<file path="src/rtl/gray_to_bin_pkg.sv">
// Shared types and helpers for the iterative Gray-to-binary decoder.
// Holds the FSM state enum, the default width and an index-width helper.
package gray_to_bin_pkg;

  typedef enum logic [1:0] {
    IDLE,
    BUSY,
    DONE
  } state_t;

  localparam int DEF_WIDTH = 4;

  function automatic int clog2(input int n);
    int r;
    r = 1;
    for (int i = 1; i < 32; i++) begin
      if ((1 << i) < n) r = i + 1;
    end
    return r;
  endfunction

endpackage

</file>
<file path="src/rtl/gray_step_chk.sv">
// Output step checker: flags any decoded word that is not previous+1.
// Ports: clk, rst_n, fire (output handshake), b (decoded word), step_err.
module gray_step_chk
  import gray_to_bin_pkg::*;
#(
  parameter int WIDTH = DEF_WIDTH
) (
  input  logic             clk,
  input  logic             rst_n,
  input  logic             fire,
  input  logic [WIDTH-1:0] b,
  output logic             step_err
);

  logic [WIDTH-1:0] last_b;
  logic             have_last;

  // Modular +1 compare, so all-ones -> 0 counts as a legal step.
  always_ff @(posedge clk or negedge rst_n) begin
    if (!rst_n) begin
      step_err  <= 1'b0;
      last_b    <= '0;
      have_last <= 1'b0;
    end else begin
      step_err <= fire && have_last
                  && (b != last_b + WIDTH'(1));
      if (fire) begin
        last_b    <= b;
        have_last <= 1'b1;
      end
    end
  end

endmodule

</file>
<file path="src/rtl/gray_to_bin_seq.sv">
// Iterative Gray-to-binary decoder, one bit per clock MSB first.
// Ports: clk, rst_n, in_valid/in_ready/g_in, out_valid/out_ready/b_out,
// busy; step_err only when GRAY_TO_BIN_STEP_CHK_EN is defined.
module gray_to_bin_seq
  import gray_to_bin_pkg::*;
#(
  parameter int WIDTH = DEF_WIDTH
) (
  input  logic             clk,
  input  logic             rst_n,
  input  logic             in_valid,
  output logic             in_ready,
  input  logic [WIDTH-1:0] g_in,
  output logic             out_valid,
  input  logic             out_ready,
  output logic [WIDTH-1:0] b_out,
  output logic             busy
`ifdef GRAY_TO_BIN_STEP_CHK_EN
  ,
  output logic             step_err
`endif
);

  localparam int IW = clog2(WIDTH);

  state_t           state;
  state_t           state_nx;
  logic [WIDTH-1:0] g_reg;
  logic [WIDTH-1:0] b_reg;
  logic [WIDTH-1:0] b_upd;
  logic [WIDTH-1:0] b_hold;
  logic [IW-1:0]    idx;
  logic             prev;
  logic             bit_nx;
  logic             fire_out;

  assign bit_nx   = g_reg[idx] ^ prev;
  assign fire_out = out_valid && out_ready;
  assign b_out    = b_hold;

  always_comb begin
    b_upd      = b_reg;
    b_upd[idx] = bit_nx;
  end

  always_comb begin
    state_nx  = state;
    in_ready  = 1'b0;
    out_valid = 1'b0;
    busy      = 1'b0;
    unique case (state)
      IDLE: begin
        in_ready = 1'b1;
        if (in_valid) state_nx = BUSY;
      end
      BUSY: begin
        busy = 1'b1;
        if (idx == '0) state_nx = DONE;
      end
      DONE: begin
        busy      = 1'b1;
        out_valid = 1'b1;
        if (out_ready) state_nx = IDLE;
      end
      default: state_nx = IDLE;
    endcase
  end

  // b_hold keeps the last full result, so b_out never shows a
  // partially decoded word while b_reg is being rebuilt.
  always_ff @(posedge clk or negedge rst_n) begin
    if (!rst_n) begin
      state  <= IDLE;
      g_reg  <= '0;
      b_reg  <= '0;
      b_hold <= '0;
      idx    <= '0;
      prev   <= 1'b0;
    end else begin
      state <= state_nx;
      if (state == IDLE && in_valid) begin
        g_reg <= g_in;
        b_reg <= '0;
        prev  <= 1'b0;
        idx   <= IW'(WIDTH - 1);
      end else if (state == BUSY) begin
        b_reg <= b_upd;
        prev  <= bit_nx;
        if (idx == '0) begin
          b_hold <= b_upd;
        end else begin
          idx <= idx - IW'(1);
        end
      end
    end
  end

`ifdef GRAY_TO_BIN_STEP_CHK_EN
  gray_step_chk #(
    .WIDTH(WIDTH)
  ) u_step_chk (
    .clk      (clk),
    .rst_n    (rst_n),
    .fire     (fire_out),
    .b        (b_reg),
    .step_err (step_err)
  );
`else
  logic unused_fire;
  assign unused_fire = fire_out;
`endif

endmodule
</file>
<file path="config.mk">
export PLATFORM = sky130hd
export DESIGN_NAME = gray_to_bin_seq
export DESIGN_NICKNAME = d
export VERILOG_FILES = /design/src/rtl/gray_to_bin_pkg.sv /design/src/rtl/gray_step_chk.sv /design/src/rtl/gray_to_bin_seq.sv
export SDC_FILE = /design/constraint.sdc
export NUM_CORES = 1
export LEC_CHECK = 0
export CAP_MARGIN = 15
export CORE_MARGIN = 5
export CORE_UTILIZATION = 40
export CTS_CLUSTER_DIAMETER = 40
export DETAILED_ROUTE_END_ITERATION = 16
export HOLD_SLACK_MARGIN = 0.12
export PLACE_DENSITY = 0.57
export SETUP_SLACK_MARGIN = 0.3
export SKIP_CTS_REPAIR_TIMING = 1
export SLEW_MARGIN = 30
export SYNTH_ARGS = -nofsm -noshare
export SYNTH_HDL_FRONTEND = slang
export SYNTH_SLANG_ARGS = --single-unit
</file>
<file path="constraint.sdc">
create_clock -name clk -period 2.6 [get_ports clk]
set_clock_uncertainty 0.2 [all_clocks]
set_input_delay 0.26 -clock clk [delete_from_list [all_inputs] [get_ports clk]]
set_output_delay 0.26 -clock clk [all_outputs]
set_load 0.01 [all_outputs]
</file>
==> results of run 1 <==
cells by family (layout without fill, tap and decap cells):
kind of cell / count (synthesis) / count (layout) / share of synthesized area, %
buf+inv: 26 / 61 / 3.84
fa+ha+maj: 7 / 7 / 3.24
compound gates: 51 / 51 / 12.9
xor+xnor: 4 / 4 / 1.30
simple gates: 131 / 131 / 27.0
mux: 23 / 23 / 9.12
flops: 46 / 46 / 42.6
worst reg2reg max path: cells and delay by family, from the launching register on:
family / cells / cell delay [ns]
compound gates: 2 / 0.35
simple gates: 3 / 1.38
buf+inv: 1 / 0.19
flops: 1 / 0.42
placed cells by master (no fill, tap or decap), drive strengths merged, types with 12 or more instances in the layout:
master / n
nand2: 36
nor2: 16
or3: 12
dfrtp: 46
a21oi: 24
or4: 13
mux2i: 19
nand2b: 16
clkdlybuf4s50: 13
buf: 32
worst min-delay path by stage:
| stage | from | end | slack [ns] | depth (start not counted) |
|---|---|---|---|---|
| after floorplan | rst_n | b_out[0] | -0.24 | 0 |
| after global placement | rst_n | idx[16] | -0.03 | 1 |
| after detailed placement | rst_n | idx[17] | -0.03 | 1 |
| after CTS | rst_n | idx[6] | -0.36 | 1 |
| after global routing | rst_n | idx[16] | 0.21 | 2 |
| final | rst_n | idx[16] | 0.17 | 2 |
final cells by class:
cell class / count / area (um^2)
Fill cell: 642 / 3350
Multi-Input combinational cell: 216 / 1540
Sequential cell: 46 / 1150
Timing Repair Buffer: 47 / 423
Tap cell: 80 / 100
Clock buffer: 6 / 82.6
Inverter: 6 / 22.5
Clock inverter: 2 / 12.5
metal layers:
metal | wire length [um] | share of wire (%) | up-vias
met2 | 3000 | 47 | 26
li1 | - | - | 1107
met3 | 186 | 2.9 | 2
met1 | 3210 | 50 | 1091
met5 | 0 | 0 | -
met4 | 28 | 0.44 | 0
through the flow:
step                util, %  instances  hold slack (ns)  TNS, ns  setup slack, ns
floorplan                 -        288           -0.236        0            0.147
global placement       45.9        385          -0.0335        0           0.0947
detailed placement     45.9        385          -0.0329        0           0.0414
CTS                    47.3        393           -0.360        0           0.0250
global route           49.9        403            0.211   -0.678          -0.0942
finish                 49.9        403            0.170  -0.0146         -0.00811
==> results.cfg, run 1 <==
[run_status]
outcome = finished, violations left
violations = negative setup slack

[floorplan]
core-area_um2 = 6680
die_w_um = 92.2
io_pins = 15
initial_core_util_pct = 40.5
num_rows = 30
die_y_um = 92.2
die-area_um2 = 8500

[cts]
clock-sinks = 46
clkLatencyLatePin_ns = 0.29
clkTransAtPathRegs_ns = 0.09
cts_inserted_buffers = 5
cts_root_buf = clkbuf_8
cts_max_level = 2
cts_buffer_depth = 2
cts_tree = done

[setup_path]
path_delay_family = simple AND/OR/NAND/NOR gates
end_kind = flip-flop
rrSetupSlack_ns = -0.008
crit_cells = 6
reg2reg_depth = 6
crit_chain = or4_4 > nor4_4 > o2111ai_2 > buf_6 > or4_1 > a21oi_1
critPathLaunchType = flip-flop
r2r_start = idx[4]
crit_required_ns = 2.62
crit_path_max_fanout = 13
cp-endpoint = idx[18]
cpPeakStageDelay_ns = 0.57
startpoint = idx[4]
r2r-end = idx[18]
path_class = reg -> reg
critPathBufInv = 1
crit_path_top_delay_cell = or4_4
crit_arrival_ns = 2.63

[grt]
grt_pass1_wl_um = 10700
use_met2_pct = 24.6
grtUsageMet3_pct = 2.79
grt_use_total_pct = 15.5
grt_max_degree = 23
grt_use_met1_pct = 22.1
antenna_found_initial = 0
grt_overflow = 0
busiest_layer = met2
first_global_vias = 2157

[sta]
fin_ws_ns = -0.00811
finalSetupViolCount = 3
max_freq_mhz = 383
rsz0062_at_grt = true
worstMarginPinSlew_ns = 0.823
finalCritPeriodShare_pct = 100
relSlewSlack_pct = 45.1
finalMaxSlewViolations = 0
fin_crit_ns = 2.61
hold_violations = 0

[detailed_routing]
routed_wirelength_um = 6430
first_pass_iters = 4
drtAntennaViolNets = 0
drc_errors = 0
vias = 2226
post_drt_wl_per_cell_um = 15.9
viasPerCell = 5.52
drt-initial-drc-count = 131

[logic_synthesis]
synth_edf_count = 0
synth_ff_type = dfrtp_1
synth_common_cells = dfrtp_1 (46), nand2_1 (36), a21oi_1 (24)
ys_types = 46
synth.avg_cell_area_um2 = 9.39
synthCells = 288
syn_nets = 303
ys_seq_area_share_pct = 42.6
async_flop_share_pct = 100
synth_top_area_share_pct = 42.6
ys_ff_latch = 46
yosysWarningCount = 0
synth_area_um2 = 2700
synth_top_cell_by_area = dfrtp_1
yosys.cell_count.top_type = dfrtp_1
yosys-top-cells-area = dfrtp_1 (43%), mux2i_1 (7.0%), nand2_1 (5.0%)

[hold_path]
hp-class = in -> async

[placed_design]
placed_cell_area_um2 = 3070
port-buffer-count = 14
gp_congestion = 0.771
dpl.hpwl_um = 4290

[layout]
largest_register_ffs = 32
drive_gt1_share_pct = 22.9
nNetsFinal = 337
stdcell_area_um2 = 3330
areaGrowthSynthToFinish_pct = 23.3
antenna_cells = 0

[flow_run]
maxCapViolations = 0
Power of run 1 is not shown: default switching activity piles up to over one toggle a cycle in this logic, so the estimate is an artifact.
==> run 2, diff against run 1 <==
--- a/config.mk
+++ b/config.mk
@@ -6,9 +6,11 @@
 export NUM_CORES = 1
 export LEC_CHECK = 0
 export CAP_MARGIN = 15
+export CORE_ASPECT_RATIO = 0.9
 export CORE_MARGIN = 5
 export CORE_UTILIZATION = 40
 export CTS_CLUSTER_DIAMETER = 40
+export CTS_CLUSTER_SIZE = 16
 export DETAILED_ROUTE_END_ITERATION = 16
 export HOLD_SLACK_MARGIN = 0.12
 export PLACE_DENSITY = 0.57
==> run 2 against run 1 <==
Net effect: the run now ends clean; wire length shrank 0.48%; sequential cell count is the same; clock-buffer cell count is the same; maximum frequency grew 2.9%; via count grew 0.13%; non-clock buffer count grew 4; worst hold slack gained 0.11 ns; core utilization grew 4.8 points; critical path depth grew 1; global-route usage shrank 0.65 points; critical path type unchanged; critical endpoint is now idx[30]; highest routed layer unchanged.
==> results.cfg, run 2 (synthesis gave the netlist of run 1 again) <==
[sta]
relSlewSlack_pct = 53.4
max_freq_mhz = 395
fin_ws_ns = 0.0657
fin_crit_ns = 2.53
finalSetupViolCount = 0
hold_violations = 0
hold_ws_ns = 0.282
worstMarginPinSlew_ns = 0.699
rsz0062_at_grt = true
finalCritPeriodShare_pct = 97.5
finalMaxSlewViolations = 0

[floorplan]
initial_core_util_pct = 41.1
die_y_um = 88
die-area_um2 = 8510
num_rows = 28
core-area_um2 = 6590
io_pins = 15
die_w_um = 96.7

[detailed_routing]
drc_errors = 0
drtAntennaViolNets = 0
routed_wirelength_um = 6400
viasPerCell = 5.35
drt-initial-drc-count = 91
vias = 2229
post_drt_wl_per_cell_um = 15.3
first_pass_iters = 4

[setup_path]
crit_cells = 7
crit_path_top_delay_cell = or4_4
cp-endpoint = idx[30]
path_class = reg -> reg
r2r_start = idx[4]
path_delay_family = simple AND/OR/NAND/NOR gates
crit_arrival_ns = 2.56
crit_path_max_fanout = 7
rrSetupSlack_ns = 0.07
crit_chain = or4_4 > nor4_4 > buf_4 > o2111ai_4 > buf_6 > or4_4 > a21oi_2
r2r-end = idx[30]
cpPeakStageDelay_ns = 0.57
reg2reg_depth = 7
end_kind = flip-flop
critPathLaunchType = flip-flop
crit_required_ns = 2.63
critPathBufInv = 2
cpMostUsedCell = or4_4
startpoint = idx[4]

[layout]
stdcell_area_um2 = 3600
multi_input_area_um2 = 1690
final_common_cell = dfrtp_1
antenna_cells = 0
seq_area_um2 = 1150
nNetsFinal = 341
fill_cells = 622
largest_register_ffs = 32
drive_gt1_share_pct = 30.3
areaGrowthSynthToFinish_pct = 33.2
final_cell_mix = dfrtp_1 (45), nand2_1 (36), buf_4 (27)

[grt]
grt_use_total_pct = 14.9
first_global_vias = 2153
grt_pass1_wl_um = 10400
grt_max_degree = 25
antenna_found_initial = 0
grt_overflow = 0

[cts]
cts_root_buf = clkbuf_8
clkLatencyLatePin_ns = 0.30
clkTransAtPathRegs_ns = 0.10
cts_max_level = 2
cts_inserted_buffers = 5
clock-sinks = 46
cts_buffer_depth = 2
cts_tree = done

[placed_design]
placed_cell_area_um2 = 3070
gp_congestion = 0.811
dpl.hpwl_um = 4410
dpl_worst_slack_ns = 0.0522
port-buffer-count = 14

[run_status]
outcome = finished, final reports clean

[flow_run]
maxCapViolations = 0

[hold_path]
worstHoldPathCells = 3
hp-class = in -> reg
-- run 2: changes by cell type in the layout (fill, tap and decap cells not counted), moves of 3 or more --
cell and change:
nand3_1 -4, o21ai_0 -5, a21oi_4 +6, buf_6 +3, o21ai_1 +4, nand3_2 +4
a21oi_1 -8
-- run 2: cell type report --
type / instances / area share [%]
Clock buffer: 6 / 2.29
Clock inverter: 2 / 1.67
Multi-Input combinational cell: 216 / 46.8
Sequential cell: 46 / 32.0
Tap cell: 90 / 3.13
Inverter: 6 / 0.625
Timing Repair Buffer: 51 / 13.4
-- run 2: through the flow --
step                cells  util [%]  TNS (ns)
finish                417      54.7         0
floorplan             288         -         0
CTS                   402      48.8         0
global placement      394      46.6         0
global route          417      54.7   -0.0131
detailed placement    394      46.6         0
-- run 2: worst min-delay path by stage --
| stage | startpoint | to | slack, ns |
|---|---|---|---|
| finish | g_in[1] | g_reg[1] | 0.28 |
| global route | g_in[1] | g_reg[1] | 0.29 |
| detailed placement | rst_n | idx[21] | 0.1 |
| floorplan | rst_n | b_out[0] | -0.24 |
| CTS | rst_n | idx[25] | -0.23 |
| global placement | rst_n | idx[17] | 0.09 |
-- run 2: tightest hold or removal path, cell delays in order --
cell,delay (ns)
clkdlybuf4s50_1,0.40
nand2_1,0.06
nand2_1,0.04
-- run 2: metal layers --
metal / routed length (um) / global-route usage [%]
met1: 3090 / 19.8
met2: 3100 / 25.3
met3: 170 / 3.11
met4: 29 / 3.19
met5: 0 / 0
Power of run 2 is left out for the same reason.
